==> config.mk <==
export PLATFORM = sky130hd
export DESIGN_NAME = fifo_operand_reader_flat
export DESIGN_NICKNAME = d
export VERILOG_FILES = /design/src/rtl/fifo_operand_reader_if.sv /design/src/rtl/fifo_operand_reader.sv /design/src/flat_wrapper.sv
export SDC_FILE = /design/constraint.sdc
export NUM_CORES = 1
export LEC_CHECK = 0
export ABC_AREA = 1
export CAP_MARGIN = 10
export CORE_AREA = 3 3 210 212
export CTS_CLUSTER_DIAMETER = 30
export DETAILED_ROUTE_END_ITERATION = 7
export DIE_AREA = 0 0 213 215
export PLACE_DENSITY = 0.77
export SLEW_MARGIN = 5
export SYNTH_ARGS = -nofsm -noshare
export SYNTH_HDL_FRONTEND = slang
export SYNTH_SLANG_ARGS = --single-unit
==> constraint.sdc <==
create_clock -name clk -period 47.4 [get_ports clk]
set_clock_uncertainty 0.05 [all_clocks]
set_input_delay 14.22 -clock clk [delete_from_list [all_inputs] [get_ports clk]]
set_output_delay 14.22 -clock clk [all_outputs]
set_load 0.05 [all_outputs]
==> src/rtl/fifo_operand_reader_if.sv <==
// Handshake/bus bundle between the operand FIFO, the reader and the consumer.
//   en, clear        : read permission and synchronous discard (from control)
//   fifo_empty/dout  : upstream FIFO status and read data (data valid the cycle after a read)
//   fifo_rd_en       : FIFO read request (from reader)
//   op_data/op_valid : assembled operand and its valid flag (from reader)
//   op_ready         : consumer accept
//   word_cnt         : words captured into the current operand (from reader)
interface fifo_operand_reader_if #(
  parameter int unsigned DATA_WIDTH = 16,
  parameter int unsigned OP_WIDTH   = 512
);
  localparam int unsigned WORDS = OP_WIDTH / DATA_WIDTH;
  localparam int unsigned CNT_W = $clog2(WORDS) + 1;

  logic                  en;
  logic                  clear;
  logic                  fifo_empty;
  logic [DATA_WIDTH-1:0] fifo_dout;
  logic                  fifo_rd_en;
  logic [OP_WIDTH-1:0]   op_data;
  logic                  op_valid;
  logic                  op_ready;
  logic [CNT_W-1:0]      word_cnt;

  // Environment side: drives control, FIFO status/data and consumer accept.
  modport master (
    output en, clear, fifo_empty, fifo_dout, op_ready,
    input  fifo_rd_en, op_data, op_valid, word_cnt
  );

  // Reader side.
  modport slave (
    input  en, clear, fifo_empty, fifo_dout, op_ready,
    output fifo_rd_en, op_data, op_valid, word_cnt
  );
endinterface

==> src/rtl/fifo_operand_reader.sv <==
// Reads DATA_WIDTH words from an operand FIFO and assembles them into one
// OP_WIDTH operand (word 0 in the low bits), holding it until the consumer
// accepts it.
//   clk  : clock, rising edge
//   rst  : asynchronous active-high reset
//   bus  : fifo_operand_reader_if.slave (control, FIFO side, operand side)
module fifo_operand_reader #(
  parameter int unsigned DATA_WIDTH = 16,
  parameter int unsigned OP_WIDTH   = 512
) (
  input  logic                  clk,
  input  logic                  rst,
  fifo_operand_reader_if.slave  bus
);
  localparam int unsigned WORDS = OP_WIDTH / DATA_WIDTH;
  localparam int unsigned CW    = $clog2(WORDS) + 1;

  if (OP_WIDTH % DATA_WIDTH != 0) begin : g_bad_width
    $error("OP_WIDTH must be an integer multiple of DATA_WIDTH");
  end

  typedef enum logic {ST_FETCH = 1'b0, ST_HOLD = 1'b1} state_e;

  state_e              state_q, state_d;
  logic [CW-1:0]       issued_q, issued_d;
  logic [CW-1:0]       word_cnt_q, word_cnt_d;
  logic                rd_pend_q, rd_pend_d;
  logic [OP_WIDTH-1:0] op_data_q, op_data_d;
  logic                op_valid_q, op_valid_d;
  logic                rd_en_c;

  // State register.
  always_ff @(posedge clk or posedge rst) begin
    if (rst) begin
      state_q    <= ST_FETCH;
      issued_q   <= '0;
      word_cnt_q <= '0;
      rd_pend_q  <= 1'b0;
      op_data_q  <= '0;
      op_valid_q <= 1'b0;
    end else begin
      state_q    <= state_d;
      issued_q   <= issued_d;
      word_cnt_q <= word_cnt_d;
      rd_pend_q  <= rd_pend_d;
      op_data_q  <= op_data_d;
      op_valid_q <= op_valid_d;
    end
  end

  // Read request, capture, handshake and clear; later assignments take priority.
  always_comb begin
    state_d    = state_q;
    issued_d   = issued_q;
    word_cnt_d = word_cnt_q;
    op_data_d  = op_data_q;
    op_valid_d = op_valid_q;

    // rst gates the request so the FIFO sees no read while reset is held.
    rd_en_c = (state_q == ST_FETCH) && bus.en && !bus.fifo_empty && !bus.clear &&
              (issued_q < CW'(WORDS)) && !rst;
    rd_pend_d = rd_en_c;

    if (rd_en_c) begin
      issued_d = issued_q + CW'(1);
    end

    // Word read last cycle is on fifo_dout now; drop it into the next slot.
    if (rd_pend_q && (word_cnt_q < CW'(WORDS))) begin
      for (int i = 0; i < int'(WORDS); i++) begin
        if (word_cnt_q == CW'(i)) begin
          op_data_d[i*DATA_WIDTH +: DATA_WIDTH] = bus.fifo_dout;
        end
      end
      word_cnt_d = word_cnt_q + CW'(1);
      if (word_cnt_q == CW'(WORDS - 1)) begin
        state_d    = ST_HOLD;
        op_valid_d = 1'b1;
      end
    end

    // Consumer accepts the held operand; next read waits for the following cycle.
    if ((state_q == ST_HOLD) && op_valid_q && bus.op_ready) begin
      state_d    = ST_FETCH;
      op_valid_d = 1'b0;
      word_cnt_d = '0;
      issued_d   = '0;
    end

    // Discard wins over capture and handshake; op_data is left as is.
    if (bus.clear) begin
      state_d    = ST_FETCH;
      op_valid_d = 1'b0;
      word_cnt_d = '0;
      issued_d   = '0;
      rd_pend_d  = 1'b0;
    end
  end

  assign bus.fifo_rd_en = rd_en_c;
  assign bus.op_data    = op_data_q;
  assign bus.op_valid   = op_valid_q;
  assign bus.word_cnt   = word_cnt_q;
endmodule

==> src/flat_wrapper.sv <==
// flat-port wrapper written by rule: the top's interface ports become plain ports
module fifo_operand_reader_flat 
#(
  parameter int unsigned DATA_WIDTH = 16,
  parameter int unsigned OP_WIDTH   = 512
)
  (clk, rst, bus_en, bus_clear, bus_fifo_empty, bus_fifo_dout, bus_op_ready, bus_fifo_rd_en, bus_op_data, bus_op_valid, bus_word_cnt);
  fifo_operand_reader_if #(.DATA_WIDTH(DATA_WIDTH), .OP_WIDTH(OP_WIDTH)) bus_i ();
  input  logic clk;
  input  logic rst;
  input wire logic [$bits(bus_i.en)-1:0] bus_en;
  input wire logic [$bits(bus_i.clear)-1:0] bus_clear;
  input wire logic [$bits(bus_i.fifo_empty)-1:0] bus_fifo_empty;
  input wire logic [$bits(bus_i.fifo_dout)-1:0] bus_fifo_dout;
  input wire logic [$bits(bus_i.op_ready)-1:0] bus_op_ready;
  output wire logic [$bits(bus_i.fifo_rd_en)-1:0] bus_fifo_rd_en;
  output wire logic [$bits(bus_i.op_data)-1:0] bus_op_data;
  output wire logic [$bits(bus_i.op_valid)-1:0] bus_op_valid;
  output wire logic [$bits(bus_i.word_cnt)-1:0] bus_word_cnt;
  assign bus_i.en = bus_en;
  assign bus_i.clear = bus_clear;
  assign bus_i.fifo_empty = bus_fifo_empty;
  assign bus_i.fifo_dout = bus_fifo_dout;
  assign bus_i.op_ready = bus_op_ready;
  assign bus_fifo_rd_en = bus_i.fifo_rd_en;
  assign bus_op_data = bus_i.op_data;
  assign bus_op_valid = bus_i.op_valid;
  assign bus_word_cnt = bus_i.word_cnt;
  fifo_operand_reader #(.DATA_WIDTH(DATA_WIDTH), .OP_WIDTH(OP_WIDTH)) u_core (.clk(clk), .rst(rst), .bus(bus_i));
endmodule
Word-level counts from Yosys, hierarchy flattened
Index checks and enable logic that the tools add are counted.

storage, ports and cells
  register bits = 526
  latch bits = 0
  bits in writable memories = 0
  ROM bits = 0
  input port bits = 22
  output and inout bits = 520
  memories kept = 0

operators by class
  add/sub/neg operators = 2
  $mul = 0
  divide/modulo/power cells = 0
  magnitude comparators = 2
  equal/unequal tests = 31
  shift-type cells = 0
  multiplexer cells = 11
  bitwise operators = 1
  reduce and logical (&&, ||, !) cells = 47

operators with widths
  operator                                             count
  equality test 6 x 5 -> 1 bit, second input constant  16
  AND reduction 2 bit                                  33
  equality test 6 x 4 -> 1 bit, second input constant  8
  two-way mux 6 bit                                    6
  equality test 6 x 3 -> 1 bit, second input constant  4
  adder 6 x 1 -> 6 bit, second input constant          2
  equality test 6 x 2 -> 1 bit, second input constant  2
  < comparator 6 bit, second input constant            2
  nonzero test 3 bit                                   3
  logical AND 1 bit                                    7
  equality test 6 x 1 -> 1 bit, second input constant  1
  logical NOT 6 bit                                    1
  two-way mux 1 bit                                    5
  logical NOT 1 bit                                    3
  inverter 1 bit                                       1

Depth between registers and ports, before layout
  depth in word-level cells = 9
  depth in mapped cells = 8
  mapped depth without buffers = 7

Worst setup path before layout
OpenSTA, ideal clock, no wires.

  path type = input port to output port
  start = in bus_fifo_empty
  end = out bus_fifo_rd_en
  data arrival time = 14940 ps
  path slack = 18190 ps
  cell stages on the path = 3
  cells stage by stage = nor2_1 -> nand3_1 -> inv_1

on the way
  longest elaborated chain between the ends = 5

ends and longest elaborated chain
  what                             RTL line                   source
  from (decl)                      flat_wrapper.sv:13         input wire logic [$bits(bus_i.fifo_empty)-1:0] bus_fifo_empty;
  logical NOT 1 bit                fifo_operand_reader.sv:60  rd_en_c = (state_q == ST_FETCH) && bus.en && !bus.fifo_empty && !bus.clear &&
  logical AND 1 bit (3 in series)  fifo_operand_reader.sv:60
  logical AND 1 bit                fifo_operand_reader.sv:61  (issued_q < CW'(WORDS)) && !rst;
  to (decl)                        flat_wrapper.sv:16         output wire logic [$bits(bus_i.fifo_rd_en)-1:0] bus_fifo_rd_en;

No other way between the ends.

Worst setup path after layout
  start = in rst
  end = out bus_fifo_rd_en

on the way
  longest elaborated chain between the ends = 2

ends and longest elaborated chain
  what               RTL line                   source
  from (decl)        flat_wrapper.sv:10         input logic rst;
  logical NOT 1 bit  fifo_operand_reader.sv:61
  logical AND 1 bit  fifo_operand_reader.sv:61

No other way between the ends.

==> flow_summary.json <==
{
  "path_common_cell": "sky130_fd_sc_hd__clkdlybuf4s50_1",
  "netlist_area_sq_um": 19500,
  "setup_violations": 0,
  "max_slew.worst_pin.slew_ns": 1.15,
  "yosys_warnings": 0,
  "postSynthNetCount": 1893,
  "drc": 0,
  "drtPass1Iterations": 7,
  "buffers_inserted_by_post_cts_timing_repair": 0,
  "critical_path.cell_chain": "clkdlybuf4s50_1 -> nor2_1 -> nand3_1 -> inv_1 -> clkdlybuf4s50_1",
  "n_antenna_cell": 0,
  "via_count": 16100,
  "gp_congestion": 0.838,
  "fin_util": 0.674,
  "port-buffer-count": 541,
  "power_density_nw_per_um2": 44.1,
  "unrepaired_setup_endpoints_after_global_routing": "false",
  "htree_num_levels": 3,
  "final_hpwl_dp_um": 41200,
  "required_ns": 33.13,
  "grt_start_max_net_pins": 181,
  "mostFrequentLayoutCell": "sky130_fd_sc_hd__nand2_1",
  "maximum_fanout_count_along_the_critical_path": 8,
  "postSynthAreaPerCell_sq_um": 10.5,
  "holdCritPathClass": "flip-flop to flip-flop",
  "data_arrival_time_of_the_critical_path_ns": 16.04,
  "grt_antenna_before_repair": 0,
  "maxCapViolCount": 0,
  "r2r_setup_slack_ns": 44.46,
  "final_nets": 2408,
  "number_of_enable_type_register_cells_in_the_synthesized_netlist": 0,
  "first_global_vias": 16700,
  "synth_seq_area_share": 0.674,
  "rows": 75,
  "grt.total_usage": 0.293,
  "final_max_slew_viol_count": 0,
  "synth_async_sr_flop_share": 1.00,
  "ctsLongestPathBuffers": 3,
  "clock.fmax_mhz": 33.0,
  "cts_resized": 0,
  "insertion_delay_ns": 0.62,
  "grt_overflow": 0,
  "outcome": "finished, final reports clean",
  "ffs_latches_synth": 526,
  "viasPerCell": 5.36,
  "drt-wirelength-per-cell_um": 22.4,
  "relSlewSlack": 0.233,
  "cts.clk_slew.worst_paths_ns": 0.05,
  "wire_length_of_the_first_global_routing_pass_um": 101000,
  "tritoncts_clock_tree": "yes",
  "die_area_sq_um": 45800,
  "cts_inserted_buffers": 97,
  "layout-drive-gt1-share": 0.104,
  "crit_type": "input pin to output pin",
  "setup-tns-final_ns": 0,
  "drt_wl_total_um": 67300,
  "fp.dieW_um": 213,
  "area_growth_pct": 45.4,
  "synth_ff_type": "sky130_fd_sc_hd__dfrtp_1",
  "cts.root.buffer_cell": "sky130_fd_sc_hd__clkbuf_16",
  "critical_path.max_stage_delay_ns": 0.82,
  "cp_slowest_cell": "sky130_fd_sc_hd__clkdlybuf4s50_1",
  "fin_crit_ns": 30.31,
  "vdd.ir_drop.worst_v": 0.0000339,
  "fillers": 2994,
  "ctsHoldBuffers": 0,
  "most-common-layout-cells": "sky130_fd_sc_hd__nand2_1 (543), sky130_fd_sc_hd__clkdlybuf4s50_1 (541), sky130_fd_sc_hd__dfrtp_1 (526)",
  "leakage_nw": 13.7,
  "crit_path_end_kind": "output pin",
  "start_util": 0.464,
  "die_h_um": 215,
  "antenna_violating_nets_post_route": 0,
  "ios": 542,
  "start_kind": "input pin",
  "synth_cells": 1866,
  "total_clock_sinks": 526,
  "core-area_sq_um": 42100,
  "drtIter0Drc": 1456,
  "synth.distinct_cells": 21,
  "fin_crit_sh": 0.639,
  "timing.final.hold_violations": 0
}
sequential cells by signal (all words and copies together) (netlist names):
signal / cells
u_core.bus.op_data: 512
u_core.issued_q: 6
u_core.rd_pend_q: 1
u_core.state_q: 1
u_core.bus.word_cnt: 6
per-layer routing:
layer / share of wire / global-route usage
met4: 0.046 / 0.134
met3: 0.098 / 0.101
met2: 0.47 / 0.468
met1: 0.39 / 0.360
met5: 0 / 0
cell type report:
cell class	count	area [sq um]	share of cell area
well taps	539	674	0.0237
repair buffers	562	5590	0.197
multi-input cells	1138	5320	0.187
inverters	56	218	0.00767
flip-flops and latches	526	13200	0.463
clock inverters	57	707	0.0249
clock buffers	124	2730	0.0963
worst paths after layout:
check,from,endpoint,cells after the start
worst max-delay path,rst,bus_fifo_rd_en,5
worst min-delay path,u_core.bus.op_data[378],u_core.bus.op_data[378],2
worst max register to register,u_core.bus.word_cnt[5],u_core.bus.op_data[208],5
worst min register to register,u_core.bus.op_data[378],u_core.bus.op_data[378],2
max in group asynchronous,rst,u_core.bus.op_data[467],4
min in group asynchronous,rst,u_core.bus.op_data[497],2
cell usage after synthesis, drive strengths merged (2+ instances only):
library cell  instances  area, sq um
a21oi                 6         30.0
buf                  68          546
clkbuf               78          299
dfrtp               526        13200
ha                    5         62.6
inv                  56          210
nand2               564         2270
nand3                 6         30.0
nor2                 36          150
nor3                  2         20.0
o21ai               517         2730
where the power goes:
part           internal [mW]  switching (mW)  total [mW]  leakage (nW)
clock network          0.476           0.240       0.716          1.68
registers              0.457         0.00466       0.462          4.75
logic                 0.0181          0.0569      0.0750          7.32
total                  0.951           0.302        1.25          13.7
critical path, delay by kind of cell:
kind | cells | cell delay [ns]
and+or+nand+nor | 2 | 0.35
buffers and inverters | 3 | 1.47
cell families (layout without fill, tap and decap cells):
group	count (synthesis)	after routing	synth area share
fa+ha+maj	5	5	0.00320
flops	526	526	0.674
compound gates	524	524	0.142
buf+inv	202	799	0.0540
simple gates	609	609	0.127
per-stage QoR:
step	total power [mW]	worst slack (ns)	instance area (sq um)	cells	hold WS, ns
2_1_floorplan	0.513	18.19	19500	1866	0.438
3_3_place_gp	0.543	17.10	25000	2821	0.415
3_5_place_dp	0.544	17.10	25000	2821	0.417
4_1_cts	1.26	17.09	28400	3002	0.428
5_1_grt	1.29	16.99	28400	3002	0.441
6_report	1.25	17.09	28400	3002	0.426
No activity file was read; power rests on OpenSTA's default activity.
